**src/rtl/inst_fetch_unit_if.sv**
```systemverilog
// rtl/inst_fetch_unit_if.sv - instruction memory and decode handshake bundle for inst_fetch_unit
interface inst_fetch_unit_if;
  logic        imem_req;
  logic [31:0] imem_addr;
  logic        imem_ack;
  logic [31:0] imem_rdata;
  logic        id_valid;
  logic        id_ready;
  logic [31:0] id_pc;
  logic [31:0] id_pc_next;
  logic [31:0] id_inst;

  modport master (
    output imem_req, imem_addr, id_valid, id_pc, id_pc_next, id_inst,
    input  imem_ack, imem_rdata, id_ready
  );

  modport slave (
    input  imem_req, imem_addr, id_valid, id_pc, id_pc_next, id_inst,
    output imem_ack, imem_rdata, id_ready
  );
endinterface

```
**src/rtl/inst_fetch_unit.sv**
```systemverilog
// rtl/inst_fetch_unit.sv - fetch PC, imem req/ack FSM and prefetch FIFO; IF_PERF_EN adds perf counters
module inst_fetch_unit #(
  parameter logic [31:0] RESET_PC = 32'h0000_0000,
  parameter int          DEPTH    = 2
) (
  input  logic              clk,
  input  logic              cpu_rst_n,
  input  logic              cpu_en,
  input  logic              redirect,
  input  logic [31:0]       redirect_pc,
  inst_fetch_unit_if.master bus
`ifdef IF_PERF_EN
  ,
  output logic [31:0]       perf_fetch_cnt,
  output logic [31:0]       perf_bubble_cnt
`endif
);

  localparam int AW = $clog2(DEPTH);
  localparam int CW = AW + 1;

  typedef enum logic [1:0] {IDLE, REQ, DROP} state_t;

  state_t         state, state_next;
  logic [31:0]    fpc, fpc_next;
  logic [31:0]    fpc_pending, fpc_pending_next;
  logic [31:0]    pc_mem   [DEPTH];
  logic [31:0]    inst_mem [DEPTH];
  logic [AW-1:0]  wr_ptr, rd_ptr;
  logic [CW-1:0]  count, count_next;
  logic [31:0]    last_pc, last_inst;
  logic [31:0]    head_pc, head_inst;
  logic           empty, space, push, pop;

  assign empty = (count == '0);
  // An outstanding request already owns one FIFO slot.
  assign space = (count + CW'(state != IDLE)) < CW'(DEPTH);
  assign pop   = ~empty & bus.id_ready & cpu_en & ~redirect;
  assign push  = (state == REQ) & bus.imem_ack & ~redirect;
  assign count_next = redirect ? '0 : (count + CW'(push) - CW'(pop));

  // Next-state, fetch PC and pending-redirect target.
  always_comb begin
    state_next       = state;
    fpc_next         = fpc;
    fpc_pending_next = fpc_pending;
    case (state)
      IDLE: begin
        if (redirect) fpc_next = redirect_pc;
        if (cpu_en && space) state_next = REQ;
      end
      REQ: begin
        if (bus.imem_ack && redirect) begin
          fpc_next   = redirect_pc;
          state_next = IDLE;
        end else if (bus.imem_ack) begin
          fpc_next   = fpc + 32'd4;
          state_next = (cpu_en && (count_next < CW'(DEPTH))) ? REQ : IDLE;
        end else if (redirect) begin
          // The memory still owes us a response for the old address.
          fpc_pending_next = redirect_pc;
          state_next       = DROP;
        end
      end
      DROP: begin
        if (redirect) begin
          fpc_pending_next = redirect_pc;
        end else if (bus.imem_ack) begin
          fpc_next   = fpc_pending;
          state_next = IDLE;
        end
      end
      default: state_next = IDLE;
    endcase
  end

  // Control state, FIFO pointers and last-seen head.
  always_ff @(posedge clk or negedge cpu_rst_n) begin
    if (!cpu_rst_n) begin
      state       <= IDLE;
      fpc         <= RESET_PC;
      fpc_pending <= RESET_PC;
      count       <= '0;
      wr_ptr      <= '0;
      rd_ptr      <= '0;
      last_pc     <= '0;
      last_inst   <= '0;
    end else begin
      state       <= state_next;
      fpc         <= fpc_next;
      fpc_pending <= fpc_pending_next;
      count       <= count_next;
      if (redirect) begin
        wr_ptr <= '0;
        rd_ptr <= '0;
      end else begin
        if (push) wr_ptr <= wr_ptr + AW'(1);
        if (pop)  rd_ptr <= rd_ptr + AW'(1);
      end
      if (!empty) begin
        last_pc   <= pc_mem[rd_ptr];
        last_inst <= inst_mem[rd_ptr];
      end
    end
  end

  // FIFO storage; contents only matter while count covers the slot.
  always_ff @(posedge clk) begin
    if (push) begin
      pc_mem[wr_ptr]   <= fpc;
      inst_mem[wr_ptr] <= bus.imem_rdata;
    end
  end

  assign head_pc   = empty ? last_pc   : pc_mem[rd_ptr];
  assign head_inst = empty ? last_inst : inst_mem[rd_ptr];

  assign bus.imem_req   = (state != IDLE);
  assign bus.imem_addr  = fpc;
  assign bus.id_valid   = ~empty;
  assign bus.id_pc      = head_pc;
  assign bus.id_inst    = head_inst;
  assign bus.id_pc_next = head_pc + 32'd4;

`ifdef IF_PERF_EN
  // Delivered-instruction and decode-starvation counters.
  always_ff @(posedge clk or negedge cpu_rst_n) begin
    if (!cpu_rst_n) begin
      perf_fetch_cnt  <= '0;
      perf_bubble_cnt <= '0;
    end else begin
      if (pop) perf_fetch_cnt <= perf_fetch_cnt + 32'd1;
      if (cpu_en && bus.id_ready && empty) perf_bubble_cnt <= perf_bubble_cnt + 32'd1;
    end
  end
`endif

endmodule

```
**src/flat_wrapper.sv**
```systemverilog
// flat-port wrapper written by rule: the top's interface ports become plain ports
module inst_fetch_unit_flat 
#(
  parameter logic [31:0] RESET_PC = 32'h0000_0000,
  parameter int          DEPTH    = 2
)
  (clk, cpu_rst_n, cpu_en, redirect, redirect_pc, bus_imem_req, bus_imem_addr, bus_id_valid, bus_id_pc, bus_id_pc_next, bus_id_inst, bus_imem_ack, bus_imem_rdata, bus_id_ready);
  inst_fetch_unit_if bus_i ();
  input  logic clk;
  input  logic cpu_rst_n;
  input  logic cpu_en;
  input  logic redirect;
  input  logic [31:0] redirect_pc;
  output wire logic [$bits(bus_i.imem_req)-1:0] bus_imem_req;
  output wire logic [$bits(bus_i.imem_addr)-1:0] bus_imem_addr;
  output wire logic [$bits(bus_i.id_valid)-1:0] bus_id_valid;
  output wire logic [$bits(bus_i.id_pc)-1:0] bus_id_pc;
  output wire logic [$bits(bus_i.id_pc_next)-1:0] bus_id_pc_next;
  output wire logic [$bits(bus_i.id_inst)-1:0] bus_id_inst;
  input wire logic [$bits(bus_i.imem_ack)-1:0] bus_imem_ack;
  input wire logic [$bits(bus_i.imem_rdata)-1:0] bus_imem_rdata;
  input wire logic [$bits(bus_i.id_ready)-1:0] bus_id_ready;
  assign bus_imem_req = bus_i.imem_req;
  assign bus_imem_addr = bus_i.imem_addr;
  assign bus_id_valid = bus_i.id_valid;
  assign bus_id_pc = bus_i.id_pc;
  assign bus_id_pc_next = bus_i.id_pc_next;
  assign bus_id_inst = bus_i.id_inst;
  assign bus_i.imem_ack = bus_imem_ack;
  assign bus_i.imem_rdata = bus_imem_rdata;
  assign bus_i.id_ready = bus_id_ready;
  inst_fetch_unit #(.RESET_PC(RESET_PC), .DEPTH(DEPTH)) u_core (.clk(clk), .cpu_rst_n(cpu_rst_n), .cpu_en(cpu_en), .redirect(redirect), .redirect_pc(redirect_pc), .bus(bus_i));
endmodule
```
**config.mk**
```make
export PLATFORM = sky130hd
export DESIGN_NAME = inst_fetch_unit_flat
export DESIGN_NICKNAME = d
export VERILOG_FILES = /design/src/rtl/inst_fetch_unit_if.sv /design/src/rtl/inst_fetch_unit.sv /design/src/flat_wrapper.sv
export SDC_FILE = /design/constraint.sdc
export NUM_CORES = 1
export LEC_CHECK = 0
export ABC_AREA = 1
export BUFFER_PORTS_ARGS = -buffer_cell sky130_fd_sc_hd__buf_4
export CAP_MARGIN = 0
export CORE_MARGIN = 1.5
export CORE_UTILIZATION = 40
export CTS_CLUSTER_SIZE = 16
export DETAILED_ROUTE_END_ITERATION = 8
export SLEW_MARGIN = 20
export SYNTH_ARGS = -nofsm -noshare
export SYNTH_HDL_FRONTEND = slang
export SYNTH_SLANG_ARGS = --single-unit
```
**constraint.sdc**
```tcl
create_clock -name clk -period 4 [get_ports clk]
set_clock_uncertainty 0.15 [all_clocks]
set_input_delay 1 -clock clk [delete_from_list [all_inputs] [get_ports clk]]
set_output_delay 1 -clock clk [all_outputs]
set_load 0.005 [all_outputs]
```
==> results.py, run 1 <==
metrics = {
    "sta": {
        "hold_viol": 0,
        "fin_crit_sh_pct": 94.8,
        "setup_viol": 0,
        "fmax_mhz": 264,
        "tightest_slew_ns": 0.768,
        "final.min_clock_period_ns": 3.79,
        "fin_hold_ws_ns": 0.331,
        "rsz0062_at_grt": "yes",
        "maxSlewHeadroom_pct": 48.7,
        "slew_violations": 0,
        "final.setup.worst_slack_ns": 0.207,
    },
    "power": {
        "clkPwrFrac_pct": 22.0,
        "pwr-share-comb_pct": 41.1,
        "ir_drop_mv": 0.375,
        "leakage_nw": 6.78,
        "pwr_density_cell_nw_per_um2": 773,
        "power_w": 0.0116,
        "internal-power_w": 0.00720,
        "seq_power_share_pct": 36.9,
        "netSwitchingPower_w": 0.00442,
        "power_switching_share_pct": 38.1,
    },
    "critical_path": {
        "cp.depth": 15,
        "crit_chain": "inv_2, nand2_1, nand3_1, o21ai_1, buf_4, clkinvlp_4, ha_4, inv_1, nor2_4, inv_1, nor2_4, nand3_1, nand2_1, nand2_1, buf_4",
        "reg2reg_slack_ns": 1.11,
        "endpoint_kind": "output port",
        "cp.arrival_ns": 2.64,
        "worst_ep_required_time_ns": 2.85,
        "path_max_fanout": 5,
        "worst_path_max_delay_cell": "dfrtp_2",
        "ff2ff_path_depth": 10,
        "timing.rr.end": "u_core.bus.imem_addr[6]",
        "start_kind": "flop",
        "crit_path_start": "u_core.rd_ptr",
        "rr_startpoint": "u_core.state[0]",
        "critPathBufInv": 6,
        "path_common_cell": "nand2_1",
        "cpLargestDelayFamily": "buffers and inverters",
        "critical-path-max-stage-delay_ns": 0.43,
        "crit_end": "bus_id_pc_next[24]",
        "critical_path_class": "flop to output port",
    },
    "global_route": {
        "grt_max_degree": 73,
        "grt_overflow": 0,
        "grtUsageTotal_pct": 20.7,
        "grt_pass1_vias": 9115,
        "grt_pass1_wl_um": 50900,
        "grt_antenna_before_repair": 0,
    },
    "logic_synthesis": {
        "ys_async_sr_fraction_pct": 51.1,
        "mappedNetlistArea_um2": 12100,
        "synth_compound_area_share_pct": 8.63,
        "synth_edf_count": 128,
        "synthFlopType": "dfrtp_1",
        "yosysWarnings": 0,
        "synth-seq-cells": 262,
        "syn_nets": 1424,
        "synthAdderAreaFrac_pct": 0.824,
        "ys_seq_area_share_pct": 59.2,
        "synth-xor-area-share_pct": 1.73,
        "synth_simple_gate_area_share_pct": 23.9,
        "synthCells": 1346,
        "synth.avg_cell_area_um2": 9.03,
        "synthMuxAreaShare_pct": 0.742,
        "synth_cell_types": 37,
        "synth_top_family_by_area": "simple AND/OR/NAND/NOR gates",
    },
    "die": {
        "io_pins": 200,
        "initial_core_util_pct": 40.8,
        "die_area_um2": 31400,
        "coreArea_um2": 29800,
        "die_w_um": 177,
        "die_y_um": 177,
        "row_count": 63,
    },
    "clock_tree": {
        "postCtsSetupRepairBufs": 0,
        "cts_tree": "yes",
        "cts-root-buf": "clkbuf_16",
        "cts_made_buffers": 29,
        "h-tree-depth": 1,
        "clk_path_buf_depth": 3,
        "cts_sinks": 262,
        "postCtsHoldBufs": 0,
        "clk_latency_ns": 0.55,
        "clk_pin_slew_worst_paths_ns": 0.06,
    },
    "placement": {
        "dp_hpwl_um": 22000,
        "dp_slack_ns": 0.554,
        "dp_cells": 1902,
        "globalplace.congestion": 0.889,
        "port_buffers": 199,
    },
    "final_layout": {
        "area_growth_pct": 23.7,
        "n_antenna_cell": 0,
        "final_nets": 1621,
        "utilization_pct": 50.4,
        "fin_cells": 1956,
        "drive_above_1_share_pct": 20.1,
    },
    "flow_run": {
        "max_cap_viol_count": 0,
    },
    "drt": {
        "wire_per_inst_um": 16.7,
        "postRouteAntennaNets": 0,
        "drt-vias-per-instance": 4.93,
        "drt_iter0_markers": 750,
        "drc_errors": 0,
        "wl_um": 32600,
        "route.vias.total": 9634,
        "dr.pass1.iters": 6,
    },
    "worst_hold_path": {
        "min_path_type": "input pin to async pin",
    },
    "status": {
        "status": "finished, final reports clean",
    },
}
## cells by family after synthesis
family,after synthesis
mux,8
flops,262
simple gates,715
fa+ha+maj,8
buf+inv,138
xor+xnor,24
compound gates,191
## how the worst min path moves through the flow
| stage | start | end | slack, ns | cells past startpoint |
|---|---|---|---|---|
| after floorplan | u_core.fpc_pending[13] | u_core.fpc_pending[13] | 0.30 | 2 |
| after global placement | u_core.fpc_pending[0] | u_core.fpc_pending[0] | 0.32 | 2 |
| after detailed placement | u_core.fpc_pending[29] | u_core.fpc_pending[29] | 0.32 | 2 |
| after CTS | u_core.fpc_pending[1] | u_core.fpc_pending[1] | 0.34 | 2 |
| after global routing | u_core.fpc_pending[29] | u_core.fpc_pending[29] | 0.36 | 2 |
| final | cpu_rst_n | u_core.fpc_pending[0] | 0.33 | 1 |
## sequential cells by signal (all words and copies together) (netlist names)
name,cells
u_core.inst_mem,64
u_core.pc_mem,64
u_core.bus.imem_addr,32
u_core.fpc_pending,32
u_core.last_inst,32
u_core.last_pc,32
u_core.count,2
u_core.state,2
u_core.rd_ptr,1
u_core.wr_ptr,1
## cells in the mapped netlist, types with 6 or more instances
library cell | instances | area share [%]
ha_1 | 8 | 0.82
nand2_1 | 477 | 15
xnor2_1 | 6 | 0.43
nand3b_1 | 18 | 1.1
a211oi_1 | 17 | 1.1
dfrtp_1 | 134 | 28
inv_1 | 79 | 2.4
o21ai_0 | 43 | 1.8
nand3_1 | 23 | 0.95
mux2_2 | 8 | 0.74
nand2_2 | 24 | 1.2
a21oi_1 | 105 | 4.3
xor2_1 | 18 | 1.3
nor2_1 | 157 | 4.9
buf_4 | 8 | 0.49
a22oi_1 | 8 | 0.49
edfxtp_1 | 128 | 32
buf_2 | 15 | 0.62
clkbuf_1 | 24 | 0.74
inv_2 | 6 | 0.19
## cell type report
cell class / instances / area [um2]
clock buffers: 43 / 828
fillers: 2841 / 14800
flip-flops and latches: 262 / 7200
repair buffers: 217 / 1690
multi-input cells: 946 / 4390
well taps: 390 / 488
clock inverters: 11 / 95.1
inverters: 87 / 335
## what timing repair did
action                     in CTS  in global routing
gates cloned                    0                  0
resized for setup               1                 14
setup endpoints to repair       3                 22
## metrics by stage
stage	setup TNS (ns)	cell area (um2)
3_3_place_gp	0	14100
6_report	0	15000
4_1_cts	0	15000
3_5_place_dp	0	14100
5_1_grt	-0.0347	15000
2_1_floorplan	0	12200
## power by group through the flow
stage	sequential (W)	combinational, W	clock, W
after floorplan	0.00410	0.00275	0
after global placement	0.00431	0.00469	0
after detailed placement	0.00433	0.00475	0
after CTS	0.00428	0.00477	0.00263
after global routing	0.00439	0.00532	0.00275
final	0.00428	0.00478	0.00256
## cells in the final DEF, fill, tap and decap left out, types with 9 or more instances in the layout
master       n
nand2_1    475
buf_4      210
nor2_1     155
dfrtp_1    133
edfxtp_1   128
a21oi_1    105
inv_1       78
o21ai_0     43
clkbuf_16   29
nand2_2     25
nand3_1     23
nand3b_1    18
xor2_1      18
a211oi_1    17
clkbuf_1     9
## layer usage
layer	global-route usage, %	wire length, um	vias up
li1	-	-	4783
met1	30.4	15000	4509
met2	32.6	15200	309
met3	2.92	2010	33
met4	3.96	384	0
met5	0	0	-
(Power assumes the default switching activity.)
==> run 2, diff against run 1 <==
--- a/config.mk
+++ b/config.mk
@@ -12,6 +12,7 @@
 export CORE_UTILIZATION = 40
 export CTS_CLUSTER_SIZE = 16
 export DETAILED_ROUTE_END_ITERATION = 8
+export MAX_ROUTING_LAYER = met4
 export SLEW_MARGIN = 20
 export SYNTH_ARGS = -nofsm -noshare
 export SYNTH_HDL_FRONTEND = slang
==> run 2 against run 1 <==
Final cell count is 0.10% lower. Sequential power hardly changed. Count of clock-buffer cells in the layout is 5 lower. Critical path type unchanged.
==> results.py, run 2 (synthesis results as in run 1) <==
metrics = {
    "sta": {
        "rsz0062_at_grt": "no",
        "hold_viol": 0,
        "maxSlewHeadroom_pct": 47.5,
        "fin_crit_sh_pct": 93.7,
        "fmax_mhz": 267,
        "setup_viol": 0,
        "fin_setup_tns_ns": 0,
        "final.min_clock_period_ns": 3.75,
        "slew_violations": 0,
        "tightest_slew_ns": 0.787,
    },
    "global_route": {
        "grtUsageTotal_pct": 21.5,
        "grt_pass1_wl_um": 51300,
        "grt_max_degree": 74,
        "grt_overflow": 0,
        "grt_pass1_vias": 9221,
        "grt_antenna_before_repair": 0,
    },
    "placement": {
        "globalplace.congestion": 0.873,
        "dp_hpwl_um": 21900,
        "port_buffers": 199,
    },
    "critical_path": {
        "critical-path-max-stage-delay_ns": 0.45,
        "worst_path_max_delay_cell": "dfrtp_2",
        "reg2reg_slack_ns": 1.14,
        "start_kind": "flop",
        "cp.arrival_ns": 2.60,
        "timing.rr.end": "u_core.bus.imem_addr[6]",
        "endpoint_kind": "output port",
        "path_max_fanout": 5,
        "rr_startpoint": "u_core.state[0]",
        "path_common_cell": "nand2_1",
        "critical_path_class": "flop to output port",
        "worst_ep_required_time_ns": 2.85,
        "ff2ff_path_depth": 10,
        "crit_chain": "inv_4, nand2_1, nand3_1, o21ai_1, buf_4, clkinvlp_4, ha_4, inv_1, nor2_4, inv_1, nor2_4, nand3_1, nand2_1, nand2_1, buf_4",
    },
    "power": {
        "netSwitchingPower_w": 0.00440,
        "ir_drop_mv": 0.363,
        "clkPwrFrac_pct": 22.2,
        "leakage_nw": 6.80,
        "pwr-share-comb_pct": 40.9,
        "internal-power_w": 0.00724,
        "pwr_density_cell_nw_per_um2": 773,
        "seq_power_share_pct": 36.9,
        "power_switching_share_pct": 37.8,
        "power_w": 0.0116,
    },
    "drt": {
        "postRouteAntennaNets": 0,
        "drt_iter0_markers": 678,
        "drt-vias-per-instance": 4.92,
        "wl_um": 32700,
        "route.vias.total": 9612,
        "drc_errors": 0,
        "dr.pass1.iters": 5,
        "wire_per_inst_um": 16.7,
    },
    "flow_run": {
        "max_cap_viol_count": 0,
    },
    "clock_tree": {
        "h-tree-depth": 1,
        "clk_pin_slew_worst_paths_ns": 0.06,
        "cts_sinks": 262,
        "cts-root-buf": "clkbuf_16",
        "clk_latency_ns": 0.55,
        "cts_made_buffers": 29,
        "clk_path_buf_depth": 3,
        "cts_tree": "yes",
        "postCtsHoldBufs": 0,
    },
    "final_layout": {
        "drive_above_1_share_pct": 20.1,
        "area_growth_pct": 24.0,
        "layout_commonest_cell": "nand2_1",
        "biggestRegsByFlops": "u_core.inst_mem (64), u_core.pc_mem (64)",
        "final_nets": 1619,
        "final_cell_mix": "nand2_1 (476), buf_4 (206), nor2_1 (155), dfrtp_1 (133), edfxtp_1 (128)",
        "n_antenna_cell": 0,
    },
    "die": {
        "row_count": 63,
        "die_area_um2": 31400,
        "initial_core_util_pct": 40.8,
        "die_w_um": 177,
        "coreArea_um2": 29800,
        "io_pins": 200,
        "die_y_um": 177,
    },
    "worst_hold_path": {
        "min_path_type": "flop to flop",
        "hold_path.startpoint": "u_core.fpc_pending[1]",
        "worstHoldPathCells": 2,
        "whs_endpoint": "u_core.fpc_pending[1]",
    },
    "status": {
        "status": "finished, final reports clean",
    },
}
run 2: changes by cell type in the layout (fill, tap and decap cells not counted), sizes merged:
cell	previous run	this run
buf	217	213
clkbuf	43	39
clkinv	8	11
bufbuf	0	1
bufinv	1	2
clkinvlp	2	3
run 2: worst max-delay path by stage:
stage | endpoint | startpoint | slack (ns) | depth (start not counted)
2_1_floorplan | u_core.inst_mem[0][0] | redirect | 0.37 | 4
3_3_place_gp | bus_id_pc_next[24] | u_core.rd_ptr | 0.60 | 15
3_5_place_dp | bus_id_pc_next[24] | u_core.rd_ptr | 0.52 | 15
4_1_cts | bus_id_pc_next[24] | u_core.rd_ptr | 0.02 | 15
5_1_grt | bus_id_pc_next[24] | u_core.count[1] | 0.02 | 15
6_report | bus_id_pc_next[24] | u_core.rd_ptr | 0.25 | 15
run 2: per-layer routing:
metal  track usage, %  vias to the layer above  wire length, um  part of all wire (%)
li1                 -                     4778                -                     -
met1             30.2                     4515            15400                    47
met2             33.1                      282            14900                    46
met3             2.88                       37             1800                   5.5
met4             4.83                        0              535                   1.6
met5                -                        -                0                     0
run 2: stage by stage:
| stage | cells | cell area (um2) | hold slack, ns | setup WS, ns | util [%] |
|---|---|---|---|---|---|
| after floorplan | 1346 | 12200 | 0.303 | 0.375 | - |
| after global placement | 1898 | 14000 | 0.316 | 0.598 | 47.1 |
| after detailed placement | 1898 | 14000 | 0.323 | 0.524 | 47.1 |
| after CTS | 1953 | 15000 | 0.338 | 0.0213 | 50.4 |
| after global routing | 1954 | 15100 | 0.350 | 0.0216 | 50.6 |
| final | 1954 | 15100 | 0.336 | 0.251 | 50.6 |
run 2: area by class of cell:
cell class | count | area (um2)
Fill cell | 2798 | 14700
Sequential cell | 262 | 7200
Multi-Input combinational cell | 946 | 4380
Timing Repair Buffer | 215 | 1720
Clock buffer | 38 | 800
Tap cell | 390 | 488
Inverter | 87 | 340
Clock inverter | 16 | 138
run 2: what timing repair did:
action / in CTS / in global routing
setup endpoints to repair: 6 / 8
setup buffers: 0 / 0
cloned: 1 / 1
hold endpoints to repair: 0 / 0
resized for setup: 1 / 8
run 2: power groups by stage:
stage	clock network [W]	registers, W	logic (W)
CTS	0.00265	0.00429	0.00479
finish	0.00258	0.00429	0.00476
global route	0.00277	0.00438	0.00536
global placement	0	0.00432	0.00470
detailed placement	0	0.00433	0.00476
floorplan	0	0.00410	0.00275
run 2: worst max-delay path: cells and delay by family, from the launching register on:
kind	cells	cell delay [ns]
buf+inv	6	0.72
compound gates	1	0.06
flops	1	0.45
simple gates	7	0.67
fa+ha+maj	1	0.16
